### src/rtl/fetch_unit_pkg.sv
// Shared processor package: opcode constants, the NOP word and the fetch
// state encoding. The decode stage imports the same definitions.
package fetch_unit_pkg;

  localparam logic [4:0] OP_LDM = 5'b00001;
  localparam logic [4:0] OP_STD = 5'b00010;
  localparam logic [4:0] OP_ADD = 5'b00011;
  localparam logic [4:0] OP_NOT = 5'b00100;
  localparam logic [4:0] OP_NOP = 5'b00101;

  localparam logic [31:0] NOP_WORD = {OP_NOP, 27'b0};

  typedef enum logic {
    S_FETCH = 1'b0,  // fetching the first word of an instruction
    S_IMM   = 1'b1   // fetching the immediate word of an LDM
  } fetch_state_t;

  // LDM is the only two-word instruction; undefined opcodes are one-word.
  function automatic logic is_two_word(input logic [4:0] op);
    return op == OP_LDM;
  endfunction

endpackage

### src/rtl/fetch_unit_if.sv
// Fetch unit bus: decode-side control (stall/flush), instruction memory port
// and the instruction/pc outputs towards decode.
//   master : the fetch unit
//   slave  : the surrounding pipeline / memory
interface fetch_unit_if;
  logic        stall;
  logic        flush;
  logic [15:0] flush_pc;
  logic [15:0] imem_addr;
  logic        imem_rd;
  logic [15:0] imem_data;
  logic [31:0] instr;
  logic        instr_valid;
  logic [15:0] pc;

  modport master (
    input  stall, flush, flush_pc, imem_data,
    output imem_addr, imem_rd, instr, instr_valid, pc
  );

  modport slave (
    output stall, flush, flush_pc, imem_data,
    input  imem_addr, imem_rd, instr, instr_valid, pc
  );
endinterface

### src/rtl/fetch_pc_reg.sv
// Program counter register for the fetch unit.
//   clk, reset : clock, synchronous active-low reset (pc -> 0x0000)
//   load       : redirect, pc <= load_pc (wins over inc)
//   load_pc    : redirect target
//   inc        : advance pc by one word, 16-bit wrap
//   pc         : current fetch address
module fetch_pc_reg (
  input  logic        clk,
  input  logic        reset,
  input  logic        load,
  input  logic [15:0] load_pc,
  input  logic        inc,
  output logic [15:0] pc
);

  always_ff @(posedge clk) begin
    if (!reset)    pc <= 16'h0000;
    else if (load) pc <= load_pc;
    else if (inc)  pc <= pc + 16'h0001;
  end

endmodule

### src/rtl/fetch_unit.sv
// Instruction fetch unit. Reads one 16-bit word per cycle from an
// asynchronous instruction memory and assembles 32-bit instructions for
// decode: one-word opcodes are padded with a zero low half, LDM takes its
// immediate from the following word.
//   clk, reset : clock, synchronous active-low reset
//   bus        : fetch_unit_if.master (stall/flush/flush_pc in, imem port,
//                instr/instr_valid/pc out)
module fetch_unit
  import fetch_unit_pkg::*;
(
  input  logic          clk,
  input  logic          reset,
  fetch_unit_if.master  bus
);

  fetch_state_t state_q, state_d;
  logic [15:0]  hi_q, hi_d;
  logic [31:0]  instr_q, instr_d;
  logic         vld_q, vld_d;
  logic [15:0]  pc;

  // Every non-stalled fetch consumes exactly one word, in either state.
  fetch_pc_reg u_pc (
    .clk     (clk),
    .reset   (reset),
    .load    (bus.flush),
    .load_pc (bus.flush_pc),
    .inc     (!bus.stall),
    .pc      (pc)
  );

  assign bus.imem_addr   = pc;
  assign bus.imem_rd     = reset & ~bus.flush & ~bus.stall;
  assign bus.pc          = pc;
  assign bus.instr       = instr_q;
  assign bus.instr_valid = vld_q;

  always_comb begin
    state_d = state_q;
    hi_d    = hi_q;
    instr_d = instr_q;
    vld_d   = vld_q;
    if (bus.flush) begin
      // Drops any half-fetched LDM.
      state_d = S_FETCH;
      instr_d = NOP_WORD;
      vld_d   = 1'b0;
    end else if (!bus.stall) begin
      case (state_q)
        S_FETCH: begin
          if (is_two_word(bus.imem_data[15:11])) begin
            hi_d    = bus.imem_data;
            instr_d = NOP_WORD;
            vld_d   = 1'b0;
            state_d = S_IMM;
          end else begin
            instr_d = {bus.imem_data, 16'h0000};
            vld_d   = 1'b1;
          end
        end
        S_IMM: begin
          instr_d = {hi_q, bus.imem_data};
          vld_d   = 1'b1;
          state_d = S_FETCH;
        end
        default: state_d = S_FETCH;
      endcase
    end
  end

  always_ff @(posedge clk) begin
    if (!reset) begin
      state_q <= S_FETCH;
      hi_q    <= 16'h0000;
      instr_q <= NOP_WORD;
      vld_q   <= 1'b0;
    end else begin
      state_q <= state_d;
      hi_q    <= hi_d;
      instr_q <= instr_d;
      vld_q   <= vld_d;
    end
  end

endmodule

### src/flat_wrapper.sv
// flat-port wrapper written by rule: the top's interface ports become plain ports
module fetch_unit_flat import fetch_unit_pkg::*;
  (clk, reset, bus_stall, bus_flush, bus_flush_pc, bus_imem_data, bus_imem_addr, bus_imem_rd, bus_instr, bus_instr_valid, bus_pc);
  fetch_unit_if bus_i ();
  input  logic clk;
  input  logic reset;
  input wire logic [$bits(bus_i.stall)-1:0] bus_stall;
  input wire logic [$bits(bus_i.flush)-1:0] bus_flush;
  input wire logic [$bits(bus_i.flush_pc)-1:0] bus_flush_pc;
  input wire logic [$bits(bus_i.imem_data)-1:0] bus_imem_data;
  output wire logic [$bits(bus_i.imem_addr)-1:0] bus_imem_addr;
  output wire logic [$bits(bus_i.imem_rd)-1:0] bus_imem_rd;
  output wire logic [$bits(bus_i.instr)-1:0] bus_instr;
  output wire logic [$bits(bus_i.instr_valid)-1:0] bus_instr_valid;
  output wire logic [$bits(bus_i.pc)-1:0] bus_pc;
  assign bus_i.stall = bus_stall;
  assign bus_i.flush = bus_flush;
  assign bus_i.flush_pc = bus_flush_pc;
  assign bus_i.imem_data = bus_imem_data;
  assign bus_imem_addr = bus_i.imem_addr;
  assign bus_imem_rd = bus_i.imem_rd;
  assign bus_instr = bus_i.instr;
  assign bus_instr_valid = bus_i.instr_valid;
  assign bus_pc = bus_i.pc;
  fetch_unit u_core (.clk(clk), .reset(reset), .bus(bus_i));
endmodule
### config.mk
export PLATFORM = sky130hd
export DESIGN_NAME = fetch_unit_flat
export DESIGN_NICKNAME = d
export VERILOG_FILES = /design/src/rtl/fetch_unit_pkg.sv /design/src/rtl/fetch_unit_if.sv /design/src/rtl/fetch_pc_reg.sv /design/src/rtl/fetch_unit.sv /design/src/flat_wrapper.sv
export SDC_FILE = /design/constraint.sdc
export NUM_CORES = 1
export LEC_CHECK = 0
export BUFFER_PORTS_ARGS = -buffer_cell sky130_fd_sc_hd__buf_4
export CAP_MARGIN = 20
export CORE_MARGIN = 4
export CORE_UTILIZATION = 49
export DETAILED_ROUTE_END_ITERATION = 8
export PLACE_DENSITY = 0.8
export SLEW_MARGIN = 20
export SYNTH_ARGS = -nofsm -noshare
export SYNTH_HDL_FRONTEND = slang
export SYNTH_SLANG_ARGS = --single-unit
export TNS_END_PERCENT = 20
### constraint.sdc
create_clock -name clk -period 2 [get_ports clk]
set_input_delay 0.3 -clock clk [delete_from_list [all_inputs] [get_ports clk]]
set_output_delay 0.3 -clock clk [all_outputs]
set_load 0.01 [all_outputs]
# After elaboration in Yosys (flattened, before gate mapping)
# Cells that the tools add are included.
dict set report word_totals {
  output_inout_bits 66
  reg_bits 66
  inputBits 36
  word_cells 24
}
dict set report classes {
  bitwise_logic 6
  n_addsub 1
  muxes 8
  eq_ne 2
  n_reduce_logical 2
}
# op n
set ops {}
lappend ops {{case mux 32 bit (2 select lines)} 1}
lappend ops {{2-to-1 mux 16 bit} 2}
lappend ops {{2-to-1 mux 32 bit} 1}
lappend ops {{adder 16 x 1 -> 16 bit (second input constant)} 1}
lappend ops {{equality test 5 x 1 -> 1 bit (second input constant)} 1}
lappend ops {{inverter 1 bit} 4}
lappend ops {{case mux 1 bit (2 select lines)} 2}
lappend ops {{AND reduction 4 bit} 1}
lappend ops {{bitwise AND 1 bit} 2}
lappend ops {{2-to-1 mux 1 bit} 2}
lappend ops {{!= test 2 x 1 -> 1 bit (second input constant)} 1}
lappend ops {{OR reduction 2 bit} 1}

# Longest topological paths before layout
dict set report logic_depth {
  word_depth 3
  depth_mapped 6
  mapped_depth_nobuf 5
}

# Cells and area by module
# From an unflattened synthesis, not the netlist that was laid out.
dict set report hier_totals {
  hier_cells 344
  area_unflattened_um2 3059.2
}
# mod cells_each seq_area_each_um2 n_inst area_per_inst_um2
set modules_own_cells {}
lappend modules_own_cells {fetch_unit 245 1001.0 1 2139.6}
lappend modules_own_cells {fetch_pc_reg 99 320.3 1 919.6}

# Least setup slack after synthesis
# No wires, ideal clock.
dict set report synth_timing {
  kind {register to register}
  from {register u_core.u_pc.pc[0]}
  to {register u_core.u_pc.pc[14]}
  t_arrival_ns 1.377
  period_less_slack_ns 1.510
  required_time_ns 1.867
  setup_ns 0.133
  n_path_buf 0
  stages_incl_launch_ff 6
  path_slack_ns 0.490
  cell_sequence {dfxtp_1 ha_1 nand4b_2 nor4_2 xnor2_1 a21oi_1}
}
dict set report synth_between {
  elab_chain_cells 3
}
# element line
set synth_rtl {}
lappend synth_rtl {{start, declared} fetch_pc_reg.sv:13} ;# output logic [15:0] pc
lappend synth_rtl {{start signal, assigned} fetch_pc_reg.sv:18} ;# else if (load) pc <= load_pc;
lappend synth_rtl {{start signal, assigned} fetch_pc_reg.sv:19} ;# else if (inc) pc <= pc + 16'h0001;
lappend synth_rtl {{adder 16 x 1 -> 16 bit} fetch_pc_reg.sv:19}
lappend synth_rtl {{2-to-1 mux 16 bit} fetch_pc_reg.sv:19}
lappend synth_rtl {{2-to-1 mux 16 bit} fetch_pc_reg.sv:18}
# No other way between the ends. The select of a mux whose other input is x is not followed.
# A chain may end at the register's enable or synchronous reset.

# Worst setup path in the final report
# Same ends and word-level chain as after synthesis.

==> flow_summary.json <==
{
  "coreArea_um2": 5570,
  "cp_slowest_stage_delay_ps": 450,
  "crit_buf_inv": 0,
  "drtIter0Drc": 68,
  "layout_setup_ws_ps": 372,
  "cp-end-kind": "flip-flop",
  "whs_path_depth": 2,
  "critPathKind": "reg -> reg",
  "place_hpwl_um": 4900,
  "grt_pass1_vias": 2445,
  "final_util_pct": 67.0,
  "ys_ff_latch": 66,
  "grt_max_degree": 45,
  "clock-root-buffer": "clkbuf_8",
  "post_cts_buffers": 0,
  "grt_use_total_pct": 19.4,
  "switching_share_pct": 25.9,
  "clockPowerShare_pct": 38.8,
  "rsz0062_at_grt": "false",
  "p_leak_nw": 1.62,
  "layout_commonest_cell": "buf_4",
  "syn_area_um2": 2850,
  "area_growth_pct": 31.2,
  "fp.dieW_um": 84.3,
  "cts_tree": "done",
  "vias": 2523,
  "finalNetCount": 430,
  "ir_drop_v": 0.000571,
  "drc": 0,
  "antenna_found_initial": 0,
  "timing.final.hold_violations": 0,
  "period_share_pct": 81.4,
  "p_seq_share_pct": 49.6,
  "ctsHoldBuffers": 0,
  "clk_path_buf_depth": 2,
  "clk_pin_slew_worst_paths_ps": 80,
  "worstPathCellList": "ha_1 > nand4b_2 > nor4_2 > xnor2_1 > a21oi_1",
  "yosysSeqAreaShare_pct": 46.4,
  "synth_nets": 349,
  "clk_latency_ps": 330,
  "ff_latch_area_um2": 1320,
  "rows": 27,
  "path_delay_family": "simple AND/OR/NAND/NOR gates",
  "cp_data_required_time_ps": 2210,
  "start_kind": "flip-flop",
  "p_sw_w": 0.000730,
  "numCtsBuffers": 9,
  "firstDrtPassIters": 4,
  "hp-class": "in -> reg",
  "placed_area_um2": 3530,
  "skew_ps": 8.85,
  "setup_tns_ps": 0,
  "rr_worst_depth": 5,
  "fillers": 491,
  "tightest_slew_ps": 608,
  "die-area_um2": 7100,
  "avgSynthCellArea_um2": 9.13,
  "mostFrequentLayoutCells": "109 x buf_4, 66 x dfxtp_1, 28 x nor2_1, 23 x nand2_1, 21 x a22oi_1",
  "n_antenna_cell": 0,
  "ant_nets": 0,
  "cp_num_cells": 5,
  "crit_slowest_cell": "dfxtp_1",
  "clock-sinks": 66,
  "cap_violations": 0,
  "grt-ovfl-total": 0,
  "crit_path_max_fanout": 6,
  "combPwrFrac_pct": 11.6,
  "final_area_um2": 3740,
  "htree_num_levels": 3,
  "io_pins": 102,
  "worstPathArrival_ps": 1830,
  "setup_violations": 0,
  "avgRoutedWirePerCell_um": 14.7,
  "grt_pass1_wl_um": 11400,
  "initial_core_util_pct": 51.1,
  "p_int_w": 0.00209,
  "dp_slack_ps": 109,
  "ys_types": 38,
  "vias_per_cell": 5.37,
  "drv_slew": 0,
  "die_h_um": 84.3,
  "status": "complete, no violations",
  "slew_headroom_pct": 59.1,
  "port_buffers": 101,
  "synth_warnings": 0,
  "min_period_ps": 1630,
  "cts_resized": 0,
  "synth_cells": 312,
  "drive_gt1_share_pct": 33.7,
  "multi_input_area_um2": 1290,
  "fmax_ghz": 0.614,
  "routed_wl_um": 6890,
  "place.gp.congestion": 0.766,
  "power_density_nw_per_um2": 754
}
## metrics by stage
| stage | hold slack [ps] | total power, W | instances |
|---|---|---|---|
| finish | 180 | 0.00282 | 470 |
| global route | 177 | 0.00293 | 470 |
| CTS | 171 | 0.00285 | 470 |
| detailed placement | 450 | 0.00176 | 454 |
| global placement | 438 | 0.00175 | 454 |
| floorplan | 417 | 0.00160 | 312 |
## kinds of logic (layout without fill, tap and decap cells)
kind of cell,Yosys count,count (layout),share of synthesized area [%]
xor gates and xnor gates,15,15,4.61
adders and majority gates,1,1,0.439
and+or+nand+nor,100,100,19.6
DFF,66,66,46.4
muxes,5,5,1.76
buffers and inverters,45,131,8.61
AOI/OAI and AO/OA,80,80,18.6
## metal layers
| metal | track usage [%] | share of wire (%) | up-vias | wire length [um] |
|---|---|---|---|---|
| li1 | - | - | 1252 | - |
| met3 | 5.20 | 7.9 | 7 | 541 |
| met4 | 7.60 | 1.2 | 0 | 82 |
| met1 | 23.7 | 42 | 1171 | 2890 |
| met5 | 0 | 0 | - | 0 |
| met2 | 32.4 | 49 | 93 | 3380 |
## worst paths after layout
path	startpoint	slack, ps	end
hold / removal	bus_imem_data[4]	180	u_core.bus.instr[20]
setup / recovery	u_core.u_pc.pc[0]	370	u_core.u_pc.pc[14]
setup reg to reg	u_core.u_pc.pc[0]	370	u_core.u_pc.pc[14]
hold reg to reg	u_core.hi_q[8]	460	u_core.hi_q[8]
## worst reg2reg max path, stage by stage, from the launching register on
cell	delay (ps)
dfxtp_1	450
ha_1	220
nand4b_2	230
nor4_2	360
xnor2_1	160
a21oi_1	80
## synth_stat cells
cell type  number  area [um2]
buf_1           4        15.0
nor4_2          3        37.5
mux2i_1         5        50.1
and3_1         10        62.6
nor3_1          4        20.0
nand4b_2        2        30.0
buf_6           1        11.3
dfxtp_1        66        1320
a22oi_1        21         158
nand3_1        14        70.1
o2bb2ai_1       5        43.8
nor2_1         28         105
ha_1            1        12.5
and2b_2         1        8.76
a221oi_1        1        8.76
inv_1           6        22.5
nor2b_1         3        18.8
a221o_1         6        60.1
o21ai_0        18        90.1
o31ai_1         1        7.51
a21boi_1        1        7.51
nand4b_1        1        8.76
and2_1          2        12.5
o211a_1         4        40.0
xor2_1          2        17.5
xnor2_1        13         114
nor4b_4         1        23.8
nand4_1         2        12.5
a21oi_1        17        85.1
buf_4          16         120
nor4_1          2        12.5
nand4_2         1        12.5
buf_2           7        35.0
o21ai_1         6        30.0
nand2b_1        2        12.5
nand4b_4        1        23.8
clkbuf_1       11        41.3
nand2_1        23        86.3
## power by group through the flow
stage / registers (W) / logic (W) / clock network, W
2_1_floorplan: 0.00144 / 0.000167 / 0
3_3_place_gp: 0.00143 / 0.000323 / 0
3_5_place_dp: 0.00143 / 0.000329 / 0
4_1_cts: 0.00140 / 0.000330 / 0.00112
5_1_grt: 0.00141 / 0.000358 / 0.00117
6_report: 0.00140 / 0.000328 / 0.00109
## layout make-up
| class | count | area share (%) |
|---|---|---|
| clock buffers | 9 | 3.31 |
| inverters | 6 | 0.603 |
| well taps | 72 | 2.41 |
| flip-flops and latches | 66 | 35.4 |
| clock inverters | 7 | 1.87 |
| multi-input cells | 201 | 34.5 |
| repair buffers | 109 | 21.9 |
## flip-flops by register name, indices dropped and copies added, names as in the netlist
name	count
u_core.bus.instr	32
u_core.bus.instr_valid	1
u_core.hi_q	16
u_core.state_q	1
u_core.u_pc.pc	16
Note: power is estimated with default switching activity, not from simulation.
